==> src/rtl/cpu_pkg.sv <==
// Shared definitions for the parameterised CPU core: opcode encodings,
// FSM state encoding and a small opcode classification helper.
package cpu_pkg;

  localparam logic [3:0] OP_LDI  = 4'd0;
  localparam logic [3:0] OP_MOV  = 4'd1;
  localparam logic [3:0] OP_ADD  = 4'd2;
  localparam logic [3:0] OP_SUB  = 4'd3;
  localparam logic [3:0] OP_AND  = 4'd4;
  localparam logic [3:0] OP_OR   = 4'd5;
  localparam logic [3:0] OP_SRL  = 4'd6;
  localparam logic [3:0] OP_SLL  = 4'd7;
  localparam logic [3:0] OP_BEQZ = 4'd8;
  localparam logic [3:0] OP_HALT = 4'd9;
  // Opcodes 10..15 are NOPs.

  typedef enum logic [2:0] {
    ST_IDLE   = 3'd0,
    ST_DECODE = 3'd1,
    ST_EXEC   = 3'd2,
    ST_WB     = 3'd3,
    ST_HALT   = 3'd4
  } state_e;

  // Ops 0..7 produce a result, write dst and update the flags.
  function automatic logic is_alu_op(input logic [3:0] op);
    return op <= OP_SLL;
  endfunction

endpackage

==> src/rtl/cpu_alu.sv <==
// Combinational execute unit for the CPU core.
// Ports:
//   op_i     opcode of the instruction in EXEC
//   a_i      src1 operand
//   b_i      src2 operand (also the shift amount for SRL/SLL)
//   imm_i    immediate field (LDI)
//   result_o low DATA_W bits of the operation
//   zero_o   result_o == 0
//   carry_o  bit DATA_W of ADD/SUB (SUB: 1 means no borrow), else 0
module cpu_alu
  import cpu_pkg::*;
#(
  parameter int DATA_W = 8
) (
  input  logic [3:0]        op_i,
  input  logic [DATA_W-1:0] a_i,
  input  logic [DATA_W-1:0] b_i,
  input  logic [DATA_W-1:0] imm_i,
  output logic [DATA_W-1:0] result_o,
  output logic              zero_o,
  output logic              carry_o
);

  localparam logic [DATA_W:0] SHIFT_LIM = (DATA_W+1)'(DATA_W);

  logic [DATA_W:0] sum;
  logic            shift_oob;

  // A shift by DATA_W or more drains every bit out.
  assign shift_oob = {1'b0, b_i} >= SHIFT_LIM;

  always_comb begin
    // NOTE: every output gets a default first so no path leaves it unassigned
    // and no latch is inferred.
    sum      = '0;
    result_o = '0;
    carry_o  = 1'b0;
    case (op_i)
      OP_LDI: result_o = imm_i;
      OP_MOV: result_o = a_i;
      OP_ADD: begin
        sum      = {1'b0, a_i} + {1'b0, b_i};
        result_o = sum[DATA_W-1:0];
        carry_o  = sum[DATA_W];
      end
      OP_SUB: begin
        sum      = {1'b0, a_i} + {1'b0, ~b_i} + (DATA_W+1)'(1);
        result_o = sum[DATA_W-1:0];
        carry_o  = sum[DATA_W];
      end
      OP_AND: result_o = a_i & b_i;
      OP_OR:  result_o = a_i | b_i;
      OP_SRL: result_o = shift_oob ? '0 : (a_i >> b_i);
      OP_SLL: result_o = shift_oob ? '0 : (a_i << b_i);
      default: result_o = '0;
    endcase
    zero_o = (result_o == '0);
  end

endmodule

==> src/rtl/param_cpu_core.sv <==
// Parameterised multi-cycle CPU core. One instruction at a time walks
// IDLE -> DECODE -> EXEC -> WB -> IDLE; HALT parks the core until RESET.
// Ports:
//   CLK, RESET   clock (rising edge), asynchronous active-high reset
//   INSTR        instruction word {op, dst, src1, src2, imm}
//   INSTR_VALID  INSTR is valid; INSTR_READY core accepts this cycle (IDLE only)
//   PC           address of the next instruction expected
//   RESULT       last ALU result; ZERO / CARRY flags of the last ALU op
//   DONE         one-cycle pulse when an instruction retires
//   HALTED       core stopped by HALT
//   DBG_ADDR     register index; DBG_DATA its current value (combinational)
module param_cpu_core
  import cpu_pkg::*;
#(
  parameter  int DATA_W  = 8,
  parameter  int NREGS   = 8,
  parameter  int PC_W    = 9,
  localparam int RA_W    = $clog2(NREGS),
  localparam int INSTR_W = 4 + 3*RA_W + DATA_W
) (
  input  logic               CLK,
  input  logic               RESET,
  input  logic [INSTR_W-1:0] INSTR,
  input  logic               INSTR_VALID,
  output logic               INSTR_READY,
  output logic [PC_W-1:0]    PC,
  output logic [DATA_W-1:0]  RESULT,
  output logic               ZERO,
  output logic               CARRY,
  output logic               DONE,
  output logic               HALTED,
  input  logic [RA_W-1:0]    DBG_ADDR,
  output logic [DATA_W-1:0]  DBG_DATA
);

  state_e              state_q;
  logic [INSTR_W-1:0]  instr_q;
  logic [DATA_W-1:0]   regs_q [NREGS];
  logic [DATA_W-1:0]   src1_q, src2_q, result_q;
  logic                zero_q, carry_q, done_q, halted_q;
  logic [PC_W-1:0]     pc_q, pc_d;

  // Fields of the captured instruction.
  logic [3:0]          op;
  logic [RA_W-1:0]     dst_a, src1_a, src2_a;
  logic [DATA_W-1:0]   imm;

  assign op     = instr_q[INSTR_W-1 -: 4];
  assign dst_a  = instr_q[INSTR_W-5 -: RA_W];
  assign src1_a = instr_q[INSTR_W-5-RA_W -: RA_W];
  assign src2_a = instr_q[INSTR_W-5-2*RA_W -: RA_W];
  assign imm    = instr_q[DATA_W-1:0];

  logic [DATA_W-1:0] alu_result;
  logic              alu_zero, alu_carry;

  cpu_alu #(.DATA_W(DATA_W)) u_alu (
    .op_i     (op),
    .a_i      (src1_q),
    .b_i      (src2_q),
    .imm_i    (imm),
    .result_o (alu_result),
    .zero_o   (alu_zero),
    .carry_o  (alu_carry)
  );

  // Next PC, applied in WB. The size cast zero-extends or truncates imm.
  always_comb begin
    pc_d = pc_q + PC_W'(1);
    if (op == OP_BEQZ && src1_q == '0) pc_d = PC_W'(imm);
  end

  always_ff @(posedge CLK or posedge RESET) begin
    if (RESET) begin
      state_q  <= ST_IDLE;
      instr_q  <= '0;
      src1_q   <= '0;
      src2_q   <= '0;
      result_q <= '0;
      zero_q   <= 1'b1;
      carry_q  <= 1'b0;
      done_q   <= 1'b0;
      halted_q <= 1'b0;
      pc_q     <= '0;
      // NOTE: the register file is small flops, not a RAM, so it can and must
      // be cleared by reset like any other state.
      for (int i = 0; i < NREGS; i++) regs_q[i] <= '0;
    end else begin
      // NOTE: non-blocking assignments so every register samples values from
      // before this edge, whatever the statement order.
      done_q <= 1'b0;
      case (state_q)
        ST_IDLE: begin
          if (INSTR_VALID) begin
            instr_q <= INSTR;
            state_q <= ST_DECODE;
          end
        end
        // WB of the previous instruction finished an edge earlier, so this
        // read already sees its write without any bypass.
        ST_DECODE: begin
          src1_q  <= regs_q[src1_a];
          src2_q  <= regs_q[src2_a];
          state_q <= ST_EXEC;
        end
        ST_EXEC: begin
          if (op == OP_HALT) begin
            halted_q <= 1'b1;
            done_q   <= 1'b1;
            state_q  <= ST_HALT;
          end else begin
            if (is_alu_op(op)) begin
              result_q <= alu_result;
              zero_q   <= alu_zero;
              carry_q  <= alu_carry;
            end
            state_q <= ST_WB;
          end
        end
        ST_WB: begin
          if (is_alu_op(op)) regs_q[dst_a] <= result_q;
          pc_q    <= pc_d;
          done_q  <= 1'b1;
          state_q <= ST_IDLE;
        end
        ST_HALT: state_q <= ST_HALT;
        default: state_q <= ST_IDLE;
      endcase
    end
  end

  assign INSTR_READY = (state_q == ST_IDLE);
  assign PC          = pc_q;
  assign RESULT      = result_q;
  assign ZERO        = zero_q;
  assign CARRY       = carry_q;
  assign DONE        = done_q;
  assign HALTED      = halted_q;
  assign DBG_DATA    = regs_q[DBG_ADDR];

endmodule

==> config.mk <==
export PLATFORM = sky130hd
export DESIGN_NAME = param_cpu_core
export DESIGN_NICKNAME = d
export VERILOG_FILES = /design/src/rtl/cpu_pkg.sv /design/src/rtl/cpu_alu.sv /design/src/rtl/param_cpu_core.sv
export SDC_FILE = /design/constraint.sdc
export NUM_CORES = 1
export LEC_CHECK = 0
export CAP_MARGIN = 0
export CORE_ASPECT_RATIO = 1.4
export CORE_MARGIN = 1.5
export CORE_UTILIZATION = 65
export DETAILED_ROUTE_END_ITERATION = 6
export HOLD_SLACK_MARGIN = 0.03
export PLACE_DENSITY = 0.87
export SLEW_MARGIN = 10
export SYNTH_ARGS = -nofsm -noshare
export SYNTH_HDL_FRONTEND = slang
export SYNTH_HIERARCHICAL = 1
export SYNTH_SLANG_ARGS = --single-unit
==> constraint.sdc <==
create_clock -name CLK -period 10.5 [get_ports CLK]
set_input_delay 3.15 -clock CLK [delete_from_list [all_inputs] [get_ports CLK]]
set_output_delay 3.15 -clock CLK [all_outputs]
set_load 0.05 [all_outputs]
### After elaboration in Yosys (flattened, before gate mapping)

Cells that the tools add are included.
W data, S select, Z words.

* $add $sub $neg: 4
* order comparisons: 7
* eq/ne operators: 14
* shift operators: 2
* muxes and demuxes: 22
* bitwise operators: 8
* reduce and logical (&&, ||, !) cells: 10

Operators by type and width (number)
* $bmux W8 S3: 3
* $mux W8: 9
* $bwmux W64: 1
* $pmux W8 S8: 1
* $demux W8 S3: 1
* $add A8 B8 Y9: 2
* $add A9 B1 Y9 const B: 2
* $eq A4 B3 Y1 const B: 4
* $ge A4 B4 Y1 const B: 4
* $logic_not A8 Y1: 2
* $not A3 Y4: 4
* $pmux W3 S4: 1
* $mux W9: 1
* $and A8 B8 Y8: 1
* $eq A4 B2 Y1 const B: 2
* $eq A4 B4 Y1 const B: 2
* $ge A8 B4 Y1 const B: 1
* $not A8 Y8: 1
* $or A8 B8 Y8: 1
* $shl A8 B8 Y8: 1
* $shr A8 B8 Y8: 1
* $eq A3 B2 Y1 const B: 2
* $mux W3: 2
* $reduce_and A2 Y1: 3
* other kinds (13): 15

* flip-flop bits (word level): 125
* output and inout port bits: 30
* word-level logic and storage cells: 85

### Longest topological paths before layout

* depth in word-level cells: 6
* mapped depth: 13

### By module

The synthesis kept the hierarchy.

By module, submodules not included
* param_cpu_core: times used 1, cells an instance 439, area an instance 6371.1 µm²
* cpu_alu: times used 1, cells an instance 252, area an instance 1876.8 µm²

### Least setup slack after synthesis

Ideal clock, no wire load.

* kind: input-to-output
* start point: in DBG_ADDR[0]
* end point: out DBG_DATA[0]
* data arrival time: 4.777 ns
* data required time: 7.350 ns
* setup slack: 2.573 ns
* cell stages on the path: 4
* buffers on the path: 2
* cells stage by stage: clkbuf_1 -> buf_2 -> mux4_2 -> mux2_2

* longest elaborated chain between the ends: 4

Ends and longest elaborated chain
* start: declaration: RTL line param_cpu_core.sv:32 `input logic [RA_W-1:0] DBG_ADDR,`
* $not A3 Y4 (not written as such): RTL line param_cpu_core.sv:139 `assign DBG_DATA = regs_q[DBG_ADDR];`
* $bmux W8 S3: RTL line param_cpu_core.sv:139
* $mux W8 (not written as such) (2 in a row): RTL line param_cpu_core.sv:139
* end: declaration: RTL line param_cpu_core.sv:33 `output logic [DATA_W-1:0] DBG_DATA`

Every way passes these cells. The select of a mux whose other input is x is not followed.

### Final worst setup path

* start point: in DBG_ADDR[1]
* end point: out DBG_DATA[0]

Same word-level chain as after synthesis.

==> run metrics <==
Final Wtd Congestion=0.947; Netlist Area Pre-Place=8250 um2; worst-path cell chain=clkdlybuf4s50_1, mux4_2, mux2_2, clkdlybuf4s50_1; Post-CTS Setup Bufs=0; largest net degree at the start of global routing=66; CTS Root Cell=clkbuf_16; # DRC=0; Clock Tree Buf Depth=2; RSZ-0062 raised after global routing=false; Initial Utilization=66.7%; vias per cell=7.15; Worst-Skew Late Latency=about 0.42 ns; Syn Nets=746; Pre-antenna DRT Iters=5; hold crit path type=flip-flop to flip-flop; Final #Nets=778; initial antenna violation count=0; hold buffer count at CTS=0; first-pass GRT wire length=35400 um; clock slew at reported path FFs=about 0.060 ns; Die Y=about 140 um; Power Dens Cells=340 nW/um2; initial DRC count=457; final WL=21800 um; final setup fails=0; Worst path max stage delay=1.06 ns; all-layer global routing usage=34.6%; Critical Path AT=around 5.7 ns; Area growth syn-to-layout=13.8%; YS warnings=6; synthesized instance count=691; fin crit share=between 80 and 90%; slowest cell on the critical path=clkdlybuf4s50_1; Hold Vio Cnt, Final=0; clock sink count=125; Async SR Flop Fraction=between 90% and 100%; core area=around 12000 um2; kind of critical path=primary input to output pin; chip width=98.2 um; slew margin rel.=about a quarter; number of diodes=0; Synth cell types=82; critical path's most frequent cell=clkdlybuf4s50_1; IO Port Bufs=between 50 and 60; Synth Flop Type=dfrtp_1; grt total ovfl=0; register area share after synthesis=a little under two fifths; share of cells above drive strength 1=28.9%; CTS HTree Levels=4; Core Rows=48; maximum clock rate=0.114 GHz; min Tclk post-route=a little under 9 ns; register bit total from synthesis=125; EDFF count, synth=0; full die area=13400 um2; CP required=7.35 ns; DR WL/cell=24.6 um; Top Ports=57; Design Power=between 0.003 and 0.004 W; critical path startpoint category=primary input; Final Max Slew Viols=0; CP endpoint kind=output pin; via count=6339; IR drop worst, VDD=between 0.2 and 0.25 mV; vias in the first global route=about 6600; worst-margin pin slew=around 1.1 ns; Clock Skew=~0.012 ns; leak pwr=4.05 nW; hpwl dp=14600 um; run status=complete, no violations; CTS buffer count=17; synthesized area per cell=11.9 um2; max capacitance violation total=0; cts repair resizes=0; post-route ant nets=0; CTS tree=yes; CP Max Fanout=16; TNS Setup=0 ns
-- logic make-up after synthesis --
family                   after synthesis  synth area share (%)
flip-flops                           125                  37.9
AO/OA/AOI/OAI                        118                  9.47
buffers and inverters                 79                  4.05
AND/OR/NAND/NOR                      147                  10.3
XOR/XNOR                               5                 0.531
adder cells (fa/ha/maj)               28                  4.43
multiplexers                         189                  33.3
-- cell type report --
class                   count  area, um2
repair buffers             61        598
well taps                 150        188
clock buffers              17        425
flip-flops and latches    125       3130
inverters                  31        119
clock inverters            15        139
fillers                   787       2980
multi-input cells         487       4790
-- cells in the mapped netlist (3+ instances only) --
master     instances  area (um2)
o211ai_1           7        52.6
buf_1              7        26.3
a21oi_1           42         210
a31oi_1            3        18.8
nor3_1             5        25.0
nand3_1           14        70.1
and2_1             3        18.8
or3_1              3        18.8
dfrtp_1          124        3100
nand3b_1           6        45.0
xor2_1             3        26.3
mux4_2            58        1310
mux2_2           100        1130
o22ai_1            3        18.8
a2bb2oi_1          6        52.6
ha_1              26         325
nand2b_1           7        43.8
clkbuf_1          23        86.3
inv_1             30         113
nor2_1            46         173
a22oi_1            3        22.5
o2111ai_1          3        26.3
a21o_1             4        30.0
nand4_1            4        25.0
nor2b_1            6        37.5
and3_1             3        18.8
nand2_1           22        82.6
o21ai_0           18        90.1
mux2_1             3        33.8
o21bai_1           3        22.5
o41ai_1            3        26.3
mux2i_1           28         280
buf_2             15        75.1
-- critical path: cells and delay by family --
kind	cells	cell delay, ns
buf+inv	2	1.77
mux	2	0.72
-- worst paths after layout --
kind                                       start                      end  slack, ns  cells after the start
min                           HALTED$_DFFE_PP0P_       HALTED$_DFFE_PP0P_       0.48                      1
min in group asynchronous                  RESET  instr_q[14]$_DFFE_PP0P_       3.23                      2
max                                  DBG_ADDR[1]              DBG_DATA[0]       1.70                      4
max reg2reg                src2_q[1]$_DFFE_PP0N_         ZERO$_DFFE_PP1P_       6.87                     10
min reg2reg                   HALTED$_DFFE_PP0P_       HALTED$_DFFE_PP0P_       0.48                      1
max in group asynchronous                  RESET    src2_q[5]$_DFFE_PP0N_       5.98                      3
-- where the power goes --
group	internal [W]	switching (W)
sequential	0.000669	0.000414
clock	0.000328	0.000241
combinational	0.000761	0.000774
-- placed cells by master (no fill, tap or decap), types with 4 or more instances in the layout --
| cell type | n |
|---|---|
| a21o_1 | 4 |
| a21oi_1 | 42 |
| a2bb2oi_1 | 6 |
| buf_4 | 5 |
| clkbuf_16 | 17 |
| clkdlybuf4s50_1 | 56 |
| clkinvlp_4 | 5 |
| dfrtp_1 | 124 |
| ha_1 | 26 |
| inv_1 | 29 |
| inv_6 | 5 |
| mux2_2 | 100 |
| mux2i_1 | 28 |
| mux4_2 | 58 |
| nand2_1 | 22 |
| nand2b_1 | 7 |
| nand3_1 | 14 |
| nand3b_1 | 6 |
| nand4_1 | 4 |
| nor2_1 | 46 |
| nor2b_1 | 6 |
| nor3_1 | 5 |
| o211ai_1 | 7 |
| o21ai_0 | 18 |
-- sequential cells by signal, summed over array words and instances (netlist names) --
signal / count
instr_q: 21
state_q: 3
DONE: 1
ZERO: 1
src2_q: 8
src1_q: 8
PC: 9
CARRY: 1
RESULT: 8
regs_q: 64
HALTED: 1
-- routing by layer --
| metal | routed length, um | GRT usage, % |
|---|---|---|
| met5 | 0 | 0 |
| met4 | 1170 | 20.1 |
| met3 | 1550 | 6.89 |
| met2 | 11500 | 60.7 |
| met1 | 7580 | 39.3 |
-- through the flow --
stage               hold slack (ns)  cell area, um2  util, %  cells  worst slack [ns]
floorplan                     0.488            8250        -    691              2.57
global placement              0.463            8820     71.3    854              1.85
detailed placement            0.466            8820     71.3    854              1.77
CTS                           0.479            9390     75.9    886              1.75
global route                  0.493            9390     75.9    886              1.68
finish                        0.481            9390     75.9    886              1.70
(Power assumes the default switching activity.)
